<file path="src/rtl/ahb_iopmp_viol_pkg.sv">
// Shared AHB enums, the violation-log entry type and config register offsets.
// IOPMP_VIOL_TS_EN adds a 32-bit push timestamp to each log entry.
package ahb_enum;

    typedef enum logic [1:0] {
        AHB_RESP_OKAY  = 2'b00,
        AHB_RESP_ERROR = 2'b01,
        AHB_RESP_RETRY = 2'b10,
        AHB_RESP_SPLIT = 2'b11
    } ahb_resp_e;

    typedef enum logic [1:0] {
        AHB_TRANS_IDLE   = 2'b00,
        AHB_TRANS_BUSY   = 2'b01,
        AHB_TRANS_NONSEQ = 2'b10,
        AHB_TRANS_SEQ    = 2'b11
    } ahb_trans_e;

    // Logged addresses are held at 32 bits regardless of the bus address width.
    localparam int VIOL_LOG_AW = 32;

    localparam logic [7:0] VIOL_REG_CTRL  = 8'h00;
    localparam logic [7:0] VIOL_REG_STAT  = 8'h04;
    localparam logic [7:0] VIOL_REG_HADDR = 8'h08;
    localparam logic [7:0] VIOL_REG_HINFO = 8'h0C;
    localparam logic [7:0] VIOL_REG_HTS   = 8'h10;

    typedef struct packed {
        logic [VIOL_LOG_AW-1:0] addr;
        logic                   hwrite;
        logic [2:0]             hsize;
`ifdef IOPMP_VIOL_TS_EN
        logic [31:0]            ts;
`endif
    } viol_entry_t;

endpackage

</file>
<file path="src/rtl/ahb_iopmp_viol_fifo.sv">
// Synchronous FIFO of violation log entries with flush; DEPTH must be a power of 2.
// A push while full is accepted only when a pop frees a slot in the same cycle.
module ahb_iopmp_viol_fifo
    import ahb_enum::*;
#(
    parameter int DEPTH = 4
) (
    input  logic        hclk,
    input  logic        hreset,
    input  logic        push,
    input  logic        pop,
    input  logic        clr,
    input  viol_entry_t din,
    output viol_entry_t head,
    output logic [4:0]  count,
    output logic        full,
    output logic        empty
);
    localparam int PW = $clog2(DEPTH);

    viol_entry_t   mem [DEPTH];
    logic [PW-1:0] wr_ptr;
    logic [PW-1:0] rd_ptr;
    logic          do_push;
    logic          do_pop;

    assign empty   = (count == 5'd0);
    assign full    = (count == 5'(DEPTH));
    assign do_pop  = pop & ~empty;
    assign do_push = push & (~full | do_pop);
    assign head    = mem[rd_ptr];

    always_ff @(posedge hclk or posedge hreset) begin
        if (hreset) begin
            wr_ptr <= '0;
            rd_ptr <= '0;
            count  <= '0;
        end else if (clr) begin
            wr_ptr <= '0;
            rd_ptr <= '0;
            count  <= '0;
        end else begin
            if (do_push) wr_ptr <= wr_ptr + 1'b1;
            if (do_pop)  rd_ptr <= rd_ptr + 1'b1;
            count <= count + 5'(do_push) - 5'(do_pop);
        end
    end

    // Storage needs no reset: pointers and count define what is valid.
    always_ff @(posedge hclk) begin
        if (do_push & ~clr) mem[wr_ptr] <= din;
    end

endmodule

</file>
<file path="src/rtl/ahb_iopmp_viol.sv">
// IOPMP violation responder: turns denied transfers into a two-cycle AHB ERROR,
// logs them into a FIFO readable over a config port, and raises irq. Option: IOPMP_VIOL_TS_EN.
//
// state   | meaning
// PASS    | transparent pass-through between master and IOPMP slave port
// ERR1    | first ERROR cycle: hready low, downstream held IDLE
// ERR2    | second ERROR cycle: hready high, next address may be accepted
module ahb_iopmp_viol
    import ahb_enum::*;
#(
    parameter int ADDR_WIDTH = 32,
    parameter int DATA_WIDTH = 32,
    parameter int FIFO_DEPTH = 4
) (
    input  logic                  hclk,
    input  logic                  hreset,
    input  logic                  hsel,
    input  logic [ADDR_WIDTH-1:0] haddr,
    input  logic                  hwrite,
    input  logic [DATA_WIDTH-1:0] hwdata,
    output logic [1:0]            hresp,
    output logic                  hready,
    output logic [DATA_WIDTH-1:0] hrdata,
    input  logic [ADDR_WIDTH-1:0] s_haddr,
    input  logic [3:0]            s_hprot,
    input  logic [2:0]            s_hsize,
    input  logic [1:0]            s_htrans,
    input  logic [2:0]            s_hburst,
    input  logic                  s_hwrite,
    input  logic [DATA_WIDTH-1:0] s_hwdata,
    output logic [1:0]            s_hresp,
    output logic                  s_hready,
    output logic [DATA_WIDTH-1:0] s_hrdata,
    output logic [ADDR_WIDTH-1:0] m_haddr,
    output logic [3:0]            m_hprot,
    output logic [2:0]            m_hsize,
    output logic [1:0]            m_htrans,
    output logic [2:0]            m_hburst,
    output logic                  m_hwrite,
    output logic [DATA_WIDTH-1:0] m_hwdata,
    input  logic [1:0]            m_hresp,
    input  logic                  m_hready,
    input  logic [DATA_WIDTH-1:0] m_hrdata,
    input  logic                  pmp_deny,
    output logic                  irq
);
    typedef enum logic [1:0] {ST_PASS, ST_ERR1, ST_ERR2} state_e;

    state_e      state, state_nxt;
    logic        ready_int;
    logic        deny_hit;
    viol_entry_t push_entry;
    viol_entry_t head;
    logic [4:0]  fifo_count;
    logic        fifo_full;
    logic        fifo_empty;
    logic        fifo_pop;
    logic        fifo_clr;
    logic        wr_pend;
    logic [7:0]  wr_addr;
    logic        irq_en;
    logic        ovf;
    logic [7:0]  drop;
    logic        rd_en;
    logic [31:0] rdata32;
    logic        unused_ok;

    assign unused_ok = ^{haddr[ADDR_WIDTH-1:8], hwdata[DATA_WIDTH-1:2]};

    // Kept separate from the output mux so accept does not loop through s_hready.
    assign ready_int = (state == ST_ERR1) ? 1'b0 :
                       (state == ST_ERR2) ? 1'b1 : m_hready;
    assign deny_hit  = ready_int & s_htrans[1] & pmp_deny;

    always_ff @(posedge hclk or posedge hreset) begin
        if (hreset) state <= ST_PASS;
        else        state <= state_nxt;
    end

    always_comb begin
        state_nxt = state;
        s_hready  = ready_int;
        s_hresp   = m_hresp;
        s_hrdata  = m_hrdata;
        m_htrans  = pmp_deny ? AHB_TRANS_IDLE : s_htrans;
        case (state)
            ST_PASS: begin
                if (deny_hit) state_nxt = ST_ERR1;
            end
            ST_ERR1: begin
                s_hresp   = AHB_RESP_ERROR;
                s_hrdata  = '0;
                m_htrans  = AHB_TRANS_IDLE;
                state_nxt = ST_ERR2;
            end
            ST_ERR2: begin
                s_hresp   = AHB_RESP_ERROR;
                s_hrdata  = '0;
                state_nxt = deny_hit ? ST_ERR1 : ST_PASS;
            end
            default: state_nxt = ST_PASS;
        endcase
    end

    assign m_haddr  = s_haddr;
    assign m_hprot  = s_hprot;
    assign m_hsize  = s_hsize;
    assign m_hburst = s_hburst;
    assign m_hwrite = s_hwrite;
    assign m_hwdata = s_hwdata;

`ifdef IOPMP_VIOL_TS_EN
    logic [31:0] ts_cnt;

    always_ff @(posedge hclk or posedge hreset) begin
        if (hreset) ts_cnt <= '0;
        else        ts_cnt <= ts_cnt + 32'd1;
    end
`endif

    always_comb begin
        push_entry        = '0;
        push_entry.addr   = VIOL_LOG_AW'(s_haddr);
        push_entry.hwrite = s_hwrite;
        push_entry.hsize  = s_hsize;
`ifdef IOPMP_VIOL_TS_EN
        push_entry.ts     = ts_cnt;
`endif
    end

    ahb_iopmp_viol_fifo #(.DEPTH(FIFO_DEPTH)) u_fifo (
        .hclk   (hclk),
        .hreset (hreset),
        .push   (deny_hit),
        .pop    (fifo_pop),
        .clr    (fifo_clr),
        .din    (push_entry),
        .head   (head),
        .count  (fifo_count),
        .full   (fifo_full),
        .empty  (fifo_empty)
    );

    assign hready   = 1'b1;
    assign hresp    = AHB_RESP_OKAY;
    assign rd_en    = hsel & ~hwrite;
    assign fifo_pop = rd_en & (haddr[7:0] == VIOL_REG_HINFO);
    assign fifo_clr = wr_pend & (wr_addr == VIOL_REG_CTRL) & hwdata[1];

    always_ff @(posedge hclk or posedge hreset) begin
        if (hreset) begin
            wr_pend <= 1'b0;
            wr_addr <= '0;
            irq_en  <= 1'b0;
        end else begin
            wr_pend <= hsel & hwrite;
            wr_addr <= haddr[7:0];
            if (wr_pend && wr_addr == VIOL_REG_CTRL) irq_en <= hwdata[0];
        end
    end

    // A push that lands while full and without a simultaneous pop is lost.
    always_ff @(posedge hclk or posedge hreset) begin
        if (hreset) begin
            ovf  <= 1'b0;
            drop <= '0;
        end else if (fifo_clr) begin
            ovf  <= 1'b0;
            drop <= '0;
        end else if (deny_hit && fifo_full && !(fifo_pop && !fifo_empty)) begin
            ovf <= 1'b1;
            if (drop != 8'hFF) drop <= drop + 8'd1;
        end
    end

    always_comb begin
        rdata32 = '0;
        case (haddr[7:0])
            VIOL_REG_CTRL:  rdata32 = {31'd0, irq_en};
            VIOL_REG_STAT:  rdata32 = {8'd0, drop, 5'd0, ovf, fifo_empty, fifo_full, 3'd0, fifo_count};
            VIOL_REG_HADDR: rdata32 = fifo_empty ? '0 : head.addr;
            VIOL_REG_HINFO: rdata32 = fifo_empty ? '0 : {28'd0, head.hwrite, head.hsize};
`ifdef IOPMP_VIOL_TS_EN
            VIOL_REG_HTS:   rdata32 = fifo_empty ? '0 : head.ts;
`endif
            default:        rdata32 = '0;
        endcase
    end

    always_ff @(posedge hclk or posedge hreset) begin
        if (hreset) begin
            hrdata <= '0;
            irq    <= 1'b0;
        end else begin
            if (rd_en) hrdata <= DATA_WIDTH'(rdata32);
            irq <= irq_en & (~fifo_empty | ovf);
        end
    end

endmodule

</file>
<file path="config.mk">
export PLATFORM = sky130hd
export DESIGN_NAME = ahb_iopmp_viol
export DESIGN_NICKNAME = d
export VERILOG_FILES = /design/src/rtl/ahb_iopmp_viol_pkg.sv /design/src/rtl/ahb_iopmp_viol_fifo.sv /design/src/rtl/ahb_iopmp_viol.sv
export SDC_FILE = /design/constraint.sdc
export NUM_CORES = 1
export LEC_CHECK = 0
export ABC_AREA = 1
export CORE_MARGIN = 2
export CORE_UTILIZATION = 40
export CTS_CLUSTER_SIZE = 30
export DETAILED_ROUTE_END_ITERATION = 6
export GPL_TIMING_DRIVEN = 0
export PLACE_DENSITY = 0.72
export SLEW_MARGIN = 20
export SYNTH_ARGS = -nofsm -noshare
export SYNTH_HDL_FRONTEND = slang
export SYNTH_SLANG_ARGS = --single-unit
</file>
<file path="constraint.sdc">
create_clock -name hclk -period 3.25 [get_ports hclk]
set_clock_uncertainty 0.2 [all_clocks]
set_input_delay 0.975 -clock hclk [delete_from_list [all_inputs] [get_ports hclk]]
set_output_delay 0.975 -clock hclk [all_outputs]
set_load 0.1 [all_outputs]
</file>
; Word level (Yosys, flattened, before mapping)
; Memory sizes are Yosys's and may differ from the RTL's.
; Cells that the tools add are included.
[totals]
reg_bits = 63
mem_bits_rw = 144
inputBits = 181
output_inout_bits = 148
word_cells = 82
mem_count = 1
[op_classes]
n_addsub = 5
n_eq_ne = 8
mux = 24
n_bitwise = 17
n_reduce_logical = 16
[mem_list]
columns = name, words, word_bits, read_ports, rd_clocked_by_memory_dff, wr, line
row1 = u_fifo.mem, 4, 36, 1, 0, 1, ahb_iopmp_viol_fifo.sv:21  ; viol_entry_t mem [DEPTH];
[ops]
columns = operator, count
row1 = 32-bit one-hot mux with 4 select lines, 1
row2 = 32-bit two-way mux, 2
row3 = 8-bit two-way mux, 3
row4 = "8-bit by 4-bit == test with 1-bit output, second input constant", 2
row5 = 8-bit zero test, 2
row6 = 2-bit two-way mux, 8
row7 = 1-bit bitwise AND, 11
row8 = "8-bit by 1-bit adder with 8-bit output, second input constant", 1
row9 = "8-bit by 3-bit == test with 1-bit output, second input constant", 1
row10 = "8-bit != test, second input constant", 1
row11 = 2-bit nonzero test, 4
row12 = 1-bit two-way mux, 7
row13 = 2-bit one-hot mux with 3 select lines, 1
row14 = 5-bit by 1-bit adder with 5-bit output, 1
row15 = "5-bit by 3-bit == test with 1-bit output, second input constant", 1
row16 = 5-bit zero test, 1
row17 = 5-bit two-way mux, 1
row18 = 5-bit by 1-bit subtractor with 5-bit output, 1
row19 = "2-bit by 1-bit adder with 2-bit output, second input constant", 2
row20 = 1-bit logical AND, 4
row21 = 4-bit two-way mux, 1
row22 = 1-bit inverter, 4
row23 = "2-bit by 1-bit == test with 1-bit output, second input constant", 1
row24 = "2-bit == test, second input constant", 1
row25 = 6 further kinds, 8

; Longest topological paths before layout
[depth]
word_depth = 9
depth_mapped = 19
depth_no_buf = 19

; By module
; Synthesis repeated with hierarchy kept, for this count alone.
[hier_totals]
cells_unflattened = 947
hier_area_um2 = 9698.1
[by_module_without_submodules]
columns = mod, instances, cells_each, area_per_inst_um2, seq_area_each_um2
row1 = ahb_iopmp_viol_fifo, 1, 433, 5988.2, 4549.4
row2 = ahb_iopmp_viol, 1, 514, 3709.8, 1351.3

; Least setup slack after synthesis
; No wires, ideal clock.
[synth_timing]
path_kind = input to output
from = input pmp_deny
to = output m_htrans[0]
arrival_time_ps = 3163
required_time_ps = 2075
setup_slack_ps = -1088
path_stages = 1
path_buffers = 0
cell_sequence = nor3b_1
[synth_via]
elab_chain_cells = 2
[synth_lines]
columns = item, line
row1 = start: declaration, ahb_iopmp_viol.sv:44  ; input logic pmp_deny,
row2 = 2-bit two-way mux, ahb_iopmp_viol.sv:85  ; m_htrans = pmp_deny ? AHB_TRANS_IDLE : s_htrans;
row3 = 2-bit two-way mux, ahb_iopmp_viol.sv:86  ; case (state)
row4 = end: declaration, ahb_iopmp_viol.sv:37  ; output logic [1:0] m_htrans,
; No other way between the ends.

; Worst setup path in the final report
[layout_timing]
from = register hrdata[14]
to = output hrdata[14]
[layout_lines]
columns = item, line
row1 = start: declaration, ahb_iopmp_viol.sv:23  ; output logic [DATA_WIDTH-1:0] hrdata,
row2 = start signal: assignment, ahb_iopmp_viol.sv:195  ; if (rd_en) hrdata <= DATA_WIDTH'(rdata32);
; No word-level cell between the ends.

==> run summary <==
outcome - finished, final reports clean
Worst VDD drop - 0.3833 mV
startpoint types - flip-flop
die width - 159.1 µm
endpoint class of the critical path - output port
largest net degree at the start of global routing - 51
routability cong. - 0.8363
clock insertion delay at the later pin of the skew report - 0.52 ns
CTS Hold Bufs - 0
met2 Track Usage GR - 0.3326
sequential share of power - 0.350
diode count - 0
Least-Margin Pin Slew - 1.053 ns
final setup fails - 0
count of nets after finishing - 1,428
minimum clock period - 3.229 ns
crit path kind - flip-flop to output port
Worst slew margin - 0.3008
HPWL after detailed placement - 17.56 mm
post-route cell area - 0.01331 mm²
number of synthesized flops with an enable pin - 144
final hold violation count - 0
hold path start - hrdata[12]
post-synthesis cell area - 0.009624 mm²
Slew Limit Fails - 0
Syn Area/Cell - 10.00 µm²
CTS tree - built
fraction of layout cells with a size suffix above 1 - 0.2067
yosys warns - 0
Cell Int Power - 5424 µW
sequential element share of the synthesized area - 0.6131
P&R area growth vs syn - 38.25%
synth unique cells - 36
Die Span Y - 159.1 µm
row cnt - 56
grt total ovfl - 0
pwr/cell area - 668.7 mW/mm²
worst reg2reg startpoint - u_fifo.count[3]
Buf/Inv on CP - 1
CP delay by family, top - buffers and inverters
crit path from - hrdata[14]
Worst Path Arrival - 2.05 ns
cell count of the worst reg-to-reg path - 19
top cell type by total area after synthesis - edfxtp_1
via count - 7,404
# clock sinks - 207
Initial Util - 0.4088
# fillers - 2,102
Mapped Cells - 962
Primary FF master, synth - edfxtp_1
Critical-path top delay cell - clkdlybuf4s50_1
f_max - 309.7 MHz
post-synth top area share - 0.4493
CTS max path bufs - 3
Comb pwr share - 0.351
met1 GRT Util - 0.2439
global-route wire length before repair - 38.80 mm
Area contributors post-synth - edfxtp_1 (45%), dfrtp_1 (16%), nand2_1 (8.6%)
Clock Power Share - 0.299
RSZ-0062 raised after global routing - yes
Core Box Area - 0.02354 mm²
Post-DP Area - 0.01255 mm²
I/O Pins - 329
First-pass DRT Iterations - 5
critical path depth - 1
busiest grt layer - met2
number of vias per cell - 4.725
clk slew on worst S/H paths - 0.06 ns
NetSw - 3473 µW
H-tree levels - 1
Switching Fraction - 0.3904
post-DR wirelength/cell - 15.78 µm
Antenna Nets Post-Route - 0
initial antenna violation count - 0
Post-synth ARST share - 0.3043
vias in the first global route - 7,222
#FFs+latches synth - 207
CTS Buf Count - 23
met3 Track Usage GR - 0.03699
Finished Core Util - 0.5652
commonest non-fill, non-tap cell in the layout - nand2_1
Clock Root Buffer - clkbuf_16
commonest non-fill, non-tap cells in the layout - nand2_1 (220), edfxtp_1 (144), buf_4 (114)
CP cell instances - clkdlybuf4s50_1
hold path cells - 2
period utilization - 0.9934
Min-Delay Path Class - flip-flop to flip-flop
initial drt markers - 470
P_leak - 0.006038 µW
# port buffers - 232
drt drc - 0
max cap viols - 0
crit path max fanout - 2
max incr delay on CP - 1.15 ns
die area - 0.02532 mm²
WP data required - 2.07 ns
GRT Util Overall - 0.1900
final wirelength - 24.72 mm
-- metrics by stage --
stage,setup slack (ns),TNS [ns],power (µW),cells,hold slack [ns]
floorplan,-0.2557,-8.302,5447,963,0.2817
global placement,-0.8317,-212.88,6162,1514,0.2655
detailed placement,-0.7862,-114.54,6231,1520,0.2652
CTS,-0.003586,-0.005522,8901,1565,0.2807
global route,-0.02123,-0.02123,9216,1567,0.3080
finish,0.02142,0,8897,1567,0.2748
-- cell type report --
class                      count  area (µm²)  area share
clock buffer                  27       590.6     0.04439
clock inverter                15       190.2     0.01429
timing repair buffer         244        2431      0.1827
tap                          319       399.1     0.03000
buffer                       115       790.8     0.05943
multi-input combinational    546        2644      0.1987
sequential                   207        5901      0.4435
inverter                      94       359.1     0.02699
-- Yosys cell counts (3+ instances only) --
library cell  instances
buf_6                 3
buf_4                84
inv_1                88
ha_1                 15
o22ai_1              15
nor2_1              112
nand4_1               6
a21oi_1               5
o21ai_1              15
edfxtp_1            144
nand2_1             221
o21ai_0              47
nor2_2                7
buf_2                10
nand3_1              68
clkbuf_1             17
nand2_2               5
xor2_1                6
nor2_4                3
dfrtp_1              63
inv_2                 4
or2_2                 4
-- path summary, 6_finish.rpt --
kind / endpoint / slack (ns)
hold / removal: hrdata[12] / 0.27
setup reg to reg: u_fifo.count[4] / 0.39
hold reg to reg: hrdata[12] / 0.27
min in group asynchronous: hrdata[29] / 0.54
max in group asynchronous: hrdata[21] / 1.78
setup / recovery: hrdata[14] / 0.02
-- per-layer routing --
| metal | vias up | part of all wire |
|---|---|---|
| li1 | 3602 | - |
| met1 | 3441 | 0.41 |
| met2 | 331 | 0.50 |
| met3 | 30 | 0.081 |
| met4 | 0 | 0.015 |
| met5 | - | 0 |
-- what timing repair did --
item                                    4_1_cts  5_1_grt
buffers inserted                              3        3
endpoints found under the setup margin      133      119
pin swaps                                     2        5
resized for setup                           490       38
-- power by group through the flow --
stage                     registers (µW)  clock network [µW]  logic [µW]
after floorplan                     3160                   0        2290
after global placement              3160                   0        3000
after detailed placement            3160                   0        3070
after CTS                           3110                2700        3090
after global routing                3130                2800        3280
final                               3110                2660        3120
-- logic make-up (layout without fill, tap and decap cells) --
| group | Yosys count | count (layout) | synth area share |
|---|---|---|---|
| buffers and inverters | 210 | 495 | 0.1184 |
| and+or+nand+nor | 433 | 433 | 0.1908 |
| AOI/OAI and AO/OA | 86 | 86 | 0.04797 |
| adders and majority gates | 16 | 16 | 0.02158 |
| xor gates and xnor gates | 8 | 8 | 0.007281 |
| other | 2 | 3 | 0.0007803 |
| DFF | 207 | 207 | 0.6131 |
-- sequential cells by signal, summed over array words and instances (netlist names) --
name           flops
u_fifo.mem       144
hrdata            32
drop               8
wr_addr            8
u_fifo.count       5
state              2
u_fifo.rd_ptr      2
u_fifo.wr_ptr      2
irq                1
irq_en             1
ovf                1
wr_pend            1
Power figures use the tool's default switching activity.
